File: src/rtl/elastic_pipe_reg.sv
// Elastic pipeline register: DEPTH valid/ready stages with bubble collapsing
// and synchronous flush. Define ELASTIC_PIPE_COUNT_EN to add the registered
// occupancy port 'count'.
module elastic_pipe_reg #(
  parameter int unsigned      WIDTH   = 32,
  parameter int unsigned      DEPTH   = 2,
  parameter logic [WIDTH-1:0] RST_VAL = '0
) (
  input  logic             clk,
  input  logic             reset,
  input  logic             flush,
  input  logic             in_valid,
  output logic             in_ready,
  input  logic [WIDTH-1:0] in_data,
  output logic             out_valid,
  input  logic             out_ready,
  output logic [WIDTH-1:0] out_data
`ifdef ELASTIC_PIPE_COUNT_EN
  ,
  output logic [$clog2(DEPTH+1)-1:0] count
`endif
);

  logic [DEPTH-1:0] vld;
  logic [DEPTH-1:0] vld_nxt;
  logic [DEPTH-1:0] rdy;
  logic [DEPTH-1:0] up_vld;
  logic [WIDTH-1:0] dat     [DEPTH];
  logic [WIDTH-1:0] dat_nxt [DEPTH];
  logic [WIDTH-1:0] up_dat  [DEPTH];

  // Ready chain: a stage can load if it, or any stage downstream of it, has
  // room, or the consumer is taking the head item this cycle.
  always_comb begin : ready_chain
    logic room;
    room = out_ready;
    rdy  = '0;
    for (int i = DEPTH - 1; i >= 0; i--) begin
      room   = room | ~vld[i];
      rdy[i] = room;
    end
  end

  // Flush blocks new input so nothing is accepted in the cycle it is cleared.
  assign in_ready = rdy[0] & ~flush;

  // Upstream source of each stage: the input port for stage 0, else the previous stage.
  always_comb begin
    up_vld    = '0;
    up_vld[0] = in_valid;
    up_dat[0] = in_data;
    for (int i = 1; i < DEPTH; i++) begin
      up_vld[i] = vld[i-1];
      up_dat[i] = dat[i-1];
    end
  end

  // Next-state: flush dominates; otherwise ready stages take upstream, data
  // only moves with a valid so empty stages keep their last value.
  always_comb begin
    vld_nxt = vld;
    dat_nxt = dat;
    if (flush) begin
      vld_nxt = '0;
      for (int i = 0; i < DEPTH; i++) begin
        dat_nxt[i] = RST_VAL;
      end
    end else begin
      for (int i = 0; i < DEPTH; i++) begin
        if (rdy[i]) begin
          vld_nxt[i] = up_vld[i];
          if (up_vld[i]) begin
            dat_nxt[i] = up_dat[i];
          end
        end
      end
    end
  end

  // Stage registers with asynchronous clear.
  always_ff @(posedge clk or negedge reset) begin
    if (!reset) begin
      vld <= '0;
      for (int i = 0; i < DEPTH; i++) begin
        dat[i] <= RST_VAL;
      end
    end else begin
      vld <= vld_nxt;
      dat <= dat_nxt;
    end
  end

  assign out_valid = vld[DEPTH-1];
  assign out_data  = dat[DEPTH-1];

`ifdef ELASTIC_PIPE_COUNT_EN
  localparam int unsigned CW = $clog2(DEPTH + 1);

  function automatic logic [CW-1:0] popcnt(input logic [DEPTH-1:0] v);
    logic [CW-1:0] c;
    c = '0;
    for (int i = 0; i < DEPTH; i++) begin
      c = c + CW'(v[i]);
    end
    return c;
  endfunction

  // Occupancy register tracks the stage valids as they will be after each edge.
  always_ff @(posedge clk or negedge reset) begin
    if (!reset) begin
      count <= '0;
    end else begin
      count <= popcnt(vld_nxt);
    end
  end
`endif

endmodule

File: config.mk
export PLATFORM = sky130hd
export DESIGN_NAME = elastic_pipe_reg
export DESIGN_NICKNAME = d
export VERILOG_FILES = /design/src/rtl/elastic_pipe_reg.sv
export SDC_FILE = /design/constraint.sdc
export NUM_CORES = 1
export LEC_CHECK = 0
export BUFFER_PORTS_ARGS = -buffer_cell sky130_fd_sc_hd__buf_2
export CORE_MARGIN = 1.5
export CORE_UTILIZATION = 31
export DETAILED_ROUTE_END_ITERATION = 10
export GPL_ROUTABILITY_DRIVEN = 0
export PLACE_DENSITY = 0.5
export RECOVER_POWER = 100
export SYNTH_ARGS = -nofsm -noshare
export SYNTH_HDL_FRONTEND = slang
export SYNTH_SLANG_ARGS = --single-unit
File: constraint.sdc
create_clock -name clk -period 2.4 [get_ports clk]
set_clock_uncertainty 0.1 [all_clocks]
set_input_delay 0.36 -clock clk [delete_from_list [all_inputs] [get_ports clk]]
set_output_delay 0.36 -clock clk [all_outputs]
set_load 0.03 [all_outputs]
==> Word level (Yosys, flattened, before mapping) <==
Cells that the tools add are included.
{ "word_totals": {"register_bits": 66, "inputBits": 37, "out_inout_bits": 34, "word_cells": 24} }
{ "op_classes": {"muxes": 8, "bitwise": 6, "reduce_logical": 6} }
{ "ops": {"columns": ["op", "n"], "rows": [
  ["32-bit 2-to-1 mux", 4],
  ["64-bit 2-to-1 mux", 1],
  ["2-bit nonzero test", 4],
  ["2-bit AND reduction", 2],
  ["1-bit inverter", 3],
  ["1-bit 2-to-1 mux", 2],
  ["2-bit 2-to-1 mux", 1],
  ["1-bit bitwise OR", 2],
  ["1-bit bitwise AND", 1]
]} }

==> Depth between registers and ports, before layout <==
{ "logic_depth": {"depth_word": 5, "ltp_mapped": 4, "depth_no_buf": 3} }

==> Worst setup path after synthesis <==
No wires, ideal clock.
{ "synth_path": {"kind": "flip-flop to output port", "from": "register vld[1]", "to": "output in_ready", "t_arrival_ns": 1.153, "required_time_ns": 1.940, "setup_slack_ns": 0.787, "path_stages_with_launch": 3, "n_path_buf": 0, "cell_sequence": "dfrtp_1 and3b_4 nor2_1"} }
{ "synth_between": {"elab_chain_cells": 4} }
{ "synth_rtl": {"columns": ["element", "line_no", "source"], "rows": [
  ["start, declared", "24", "logic [DEPTH-1:0] vld;"],
  ["start signal, assigned", "88", "vld <= vld_nxt;"],
  ["1-bit inverter", "39", "room = room | ~vld[i];"],
  ["1-bit bitwise OR (2 in a row)", "39", null],
  ["1-bit bitwise AND", "45", "assign in_ready = rdy[0] & ~flush;"],
  ["end, declared", "13", "output logic in_ready,"]
]} }
Every way passes these cells.

==> Final worst setup path <==
{ "layout_path": {"from": "register vld[1]", "to": "register dat, in the netlist out_data[7]"} }
{ "layout_between": {"elab_chain_cells": 4} }
{ "layout_rtl": {"columns": ["element", "line_no", "source"], "rows": [
  ["1-bit inverter", "39", null],
  ["1-bit bitwise OR", "39", null],
  ["2-bit nonzero test (no source line)", null, null],
  ["2-bit AND reduction (no source line)", null, null],
  ["end signal, assigned", "89", "dat <= dat_nxt;"],
  ["end, declared", "28", "logic [WIDTH-1:0] dat [DEPTH];"]
]} }
Every way passes these cells.
A chain may end at the register's enable or synchronous reset.

==> flow_summary.toml <==
[logic_synthesis]
seq_area_frac_synth_pct = 62.9
yosys.area_share.adder_pct = 0
syn_area_um2 = 2620
synth_compound_area_share_pct = 21.7
synthCells = 187
synth.distinct_cells = 13
synth-simple-area-share_pct = 3.15
synth_warnings = 0
synth-xor-area-share_pct = 0
ys_ff_latch = 66
synth_nets = 224
synth_top_area_share_pct = 62.9
synth_area_leader_cell = "dfrtp_1"
synth_top_family_by_area = "compound AO/OA/AOI/OAI gates"
synth_mux_area_share_pct = 0
avgSynthCellArea_um2 = 14.0
ys_top_cells_by_area = "dfrtp_1 63%, a22o_1 21%, buf_4 9.2%"

[critical_path]
path_class = "flip-flop to flip-flop"
cp.depth = 4
critPathSlowestCell = "clkbuf_2"
critPathCaptureType = "flip-flop"
cp_top_family = "simple AND/OR/NAND/NOR gates"
reg2reg_depth = 4
cpPeakStageDelay_ps = 540
worst_ep_arrival_time_ps = 2120
required_ps = 2570
cp_max_fo = 24
timing.critical_path.buf_inv = 1
cp-start-kind = "flip-flop"
crit_chain = "nor2b_1, nor3b_4, clkbuf_2, a22o_1"

[finish]
drive_gt1_share_pct = 26.5
stdcell_area_um2 = 3000
area_growth_pct = 14.4
nNetsFinal = 266
diodes = 0
final_cells = 339

[grt]
grt_pass1_vias = 1588
overflow = 0
grt_max_degree = 67
grt_usage_pct = 13.3
grt_pass1_wl_um = 8720
antenna_found_initial = 0

[placed_design]
post-place-cells = 323
numPortBuffers = 70
pre_cts_slack_ps = 473
placed_cell_area_um2 = 2860
hpwlAfterDp_um = 3490

[power]
peakVddDrop_mv = 0.287
p_leak_nw = 1.44
power_density_nw_per_um2 = 773

[clock_tree]
htree_levels = 3
path_clk_slew_ps = 70
hold_buffers = 0
post_cts_buffers = 0
cts_buffer_depth = 2
tritoncts = "yes"
clock_latency_ps = 330
cts-root-buf = "clkbuf_8"
cts_buffers = 9
clkSinkCount = 66
cts_resized = 0

[sta]
min_period_over_period_pct = 81.4
rsz0062_at_grt = "false"
finalHoldViolCount = 0
worst_pin_slew_ps = 1630
tns_ps = 0
maxSlewHeadroom_pct = -8.42
maxSlewViolCount = 67
setup_viol = 0
finalWorstSetupSlack_ps = 446
max_freq_ghz = 0.512
period_minus_slack_ps = 1950

[floorplan]
rows = 33
die_w_um = 95
initial_utilization_pct = 31.9
io_pins = 71
chipHeight_um = 95
core_area_um2 = 8220
dieArea_um2 = 9030

[route]
drtIter0Drc = 83
vias_per_cell = 4.69
firstDrtPassIters = 4
via_count = 1590
wl_per_cell_um = 16.1
antenna_left = 0
routed_wl_um = 5460
drc = 0

[flow_run]
cap_violations = 1

[min_path]
hp-class = "primary input to flip-flop"
min_path_cells = 2

[run_status]
violations = "max-capacitance violations, max-slew violations"
status = "finished with violations"
==> registers in the layout (all words and copies together), names as in the netlist <==
name,count
dat,32
out_data,32
vld,2
==> Yosys cell counts <==
library cell,n
nor2b_1,1
and3b_4,1
buf_6,3
nand3b_1,1
buf_4,32
a22o_1,64
nand2b_1,1
nor3b_4,1
a21oi_1,2
nor3b_2,1
buf_2,9
dfrtp_1,66
nor2_1,5
==> power breakdown <==
group / switching [mW] / internal [mW]
clock network: 0.431 / 0.507
registers: 0.0289 / 1.16
logic: 0.123 / 0.0723
==> worst register-to-register path, stage by stage (launching register included) <==
cell and delay, ps:
dfrtp_1 420, nor2b_1 180, nor3b_4 410, clkbuf_2 550, a22o_1 230
==> worst paths after layout <==
check / start / slack [ps] / end
worst min register to register: dat[47] / 400 / out_data[15]
max in group asynchronous: reset / 900 / out_data[12]
worst max register to register: vld[1] / 450 / out_data[7]
worst min-delay path: in_data[23] / 140 / dat[55]
min in group asynchronous: reset / 310 / out_data[4]
worst max-delay path: vld[1] / 450 / out_data[7]
==> through the flow <==
step           util [%]  power (mW)  hold slack [ps]
2_1_floorplan         -        1.33            -35.6
3_3_place_gp       34.7        1.41              383
3_5_place_dp       34.7        1.41              382
4_1_cts            37.2        2.36             44.7
5_1_grt            36.5        2.43              126
6_report           36.5        2.32              144
==> per-layer routing <==
| layer | track usage [%] | part of all wire (%) | vias to the layer above |
|---|---|---|---|
| met3 | 4.27 | 6.9 | 8 |
| met4 | 6.72 | 1.3 | 0 |
| li1 | - | - | 753 |
| met2 | 17.0 | 41 | 52 |
| met5 | 0 | 0 | - |
| met1 | 19.7 | 50 | 777 |
==> cell type report <==
| class | instances | area (um2) |
|---|---|---|
| tap | 105 | 131 |
| multi-input combinational | 77 | 674 |
| timing repair buffer | 75 | 340 |
| clock inverter | 6 | 66.3 |
| fill | 850 | 5220 |
| clock buffer | 10 | 138 |
| sequential | 66 | 1650 |
==> kinds of logic (layout without fill, tap and decap cells) <==
family / Yosys count / count (layout)
AO/OA/AOI/OAI: 66 / 66
buffers and inverters: 44 / 91
flip-flops: 66 / 66
AND/OR/NAND/NOR: 11 / 11
==> placed cells by master (no fill, tap or decap), types with 2 or more instances in the layout <==
cell type / netlist / final
clkbuf_8: 0 / 10
clkbuf_1: 0 / 34
nor3b_4: 1 / 2
dfrtp_1: 66 / 66
buf_2: 9 / 35
buf_4: 32 / 3
a22o_1: 64 / 64
clkbuf_2: 0 / 3
clkinvlp_4: 0 / 3
nor2_1: 5 / 5
No activity file was read; power rests on OpenSTA's default activity.
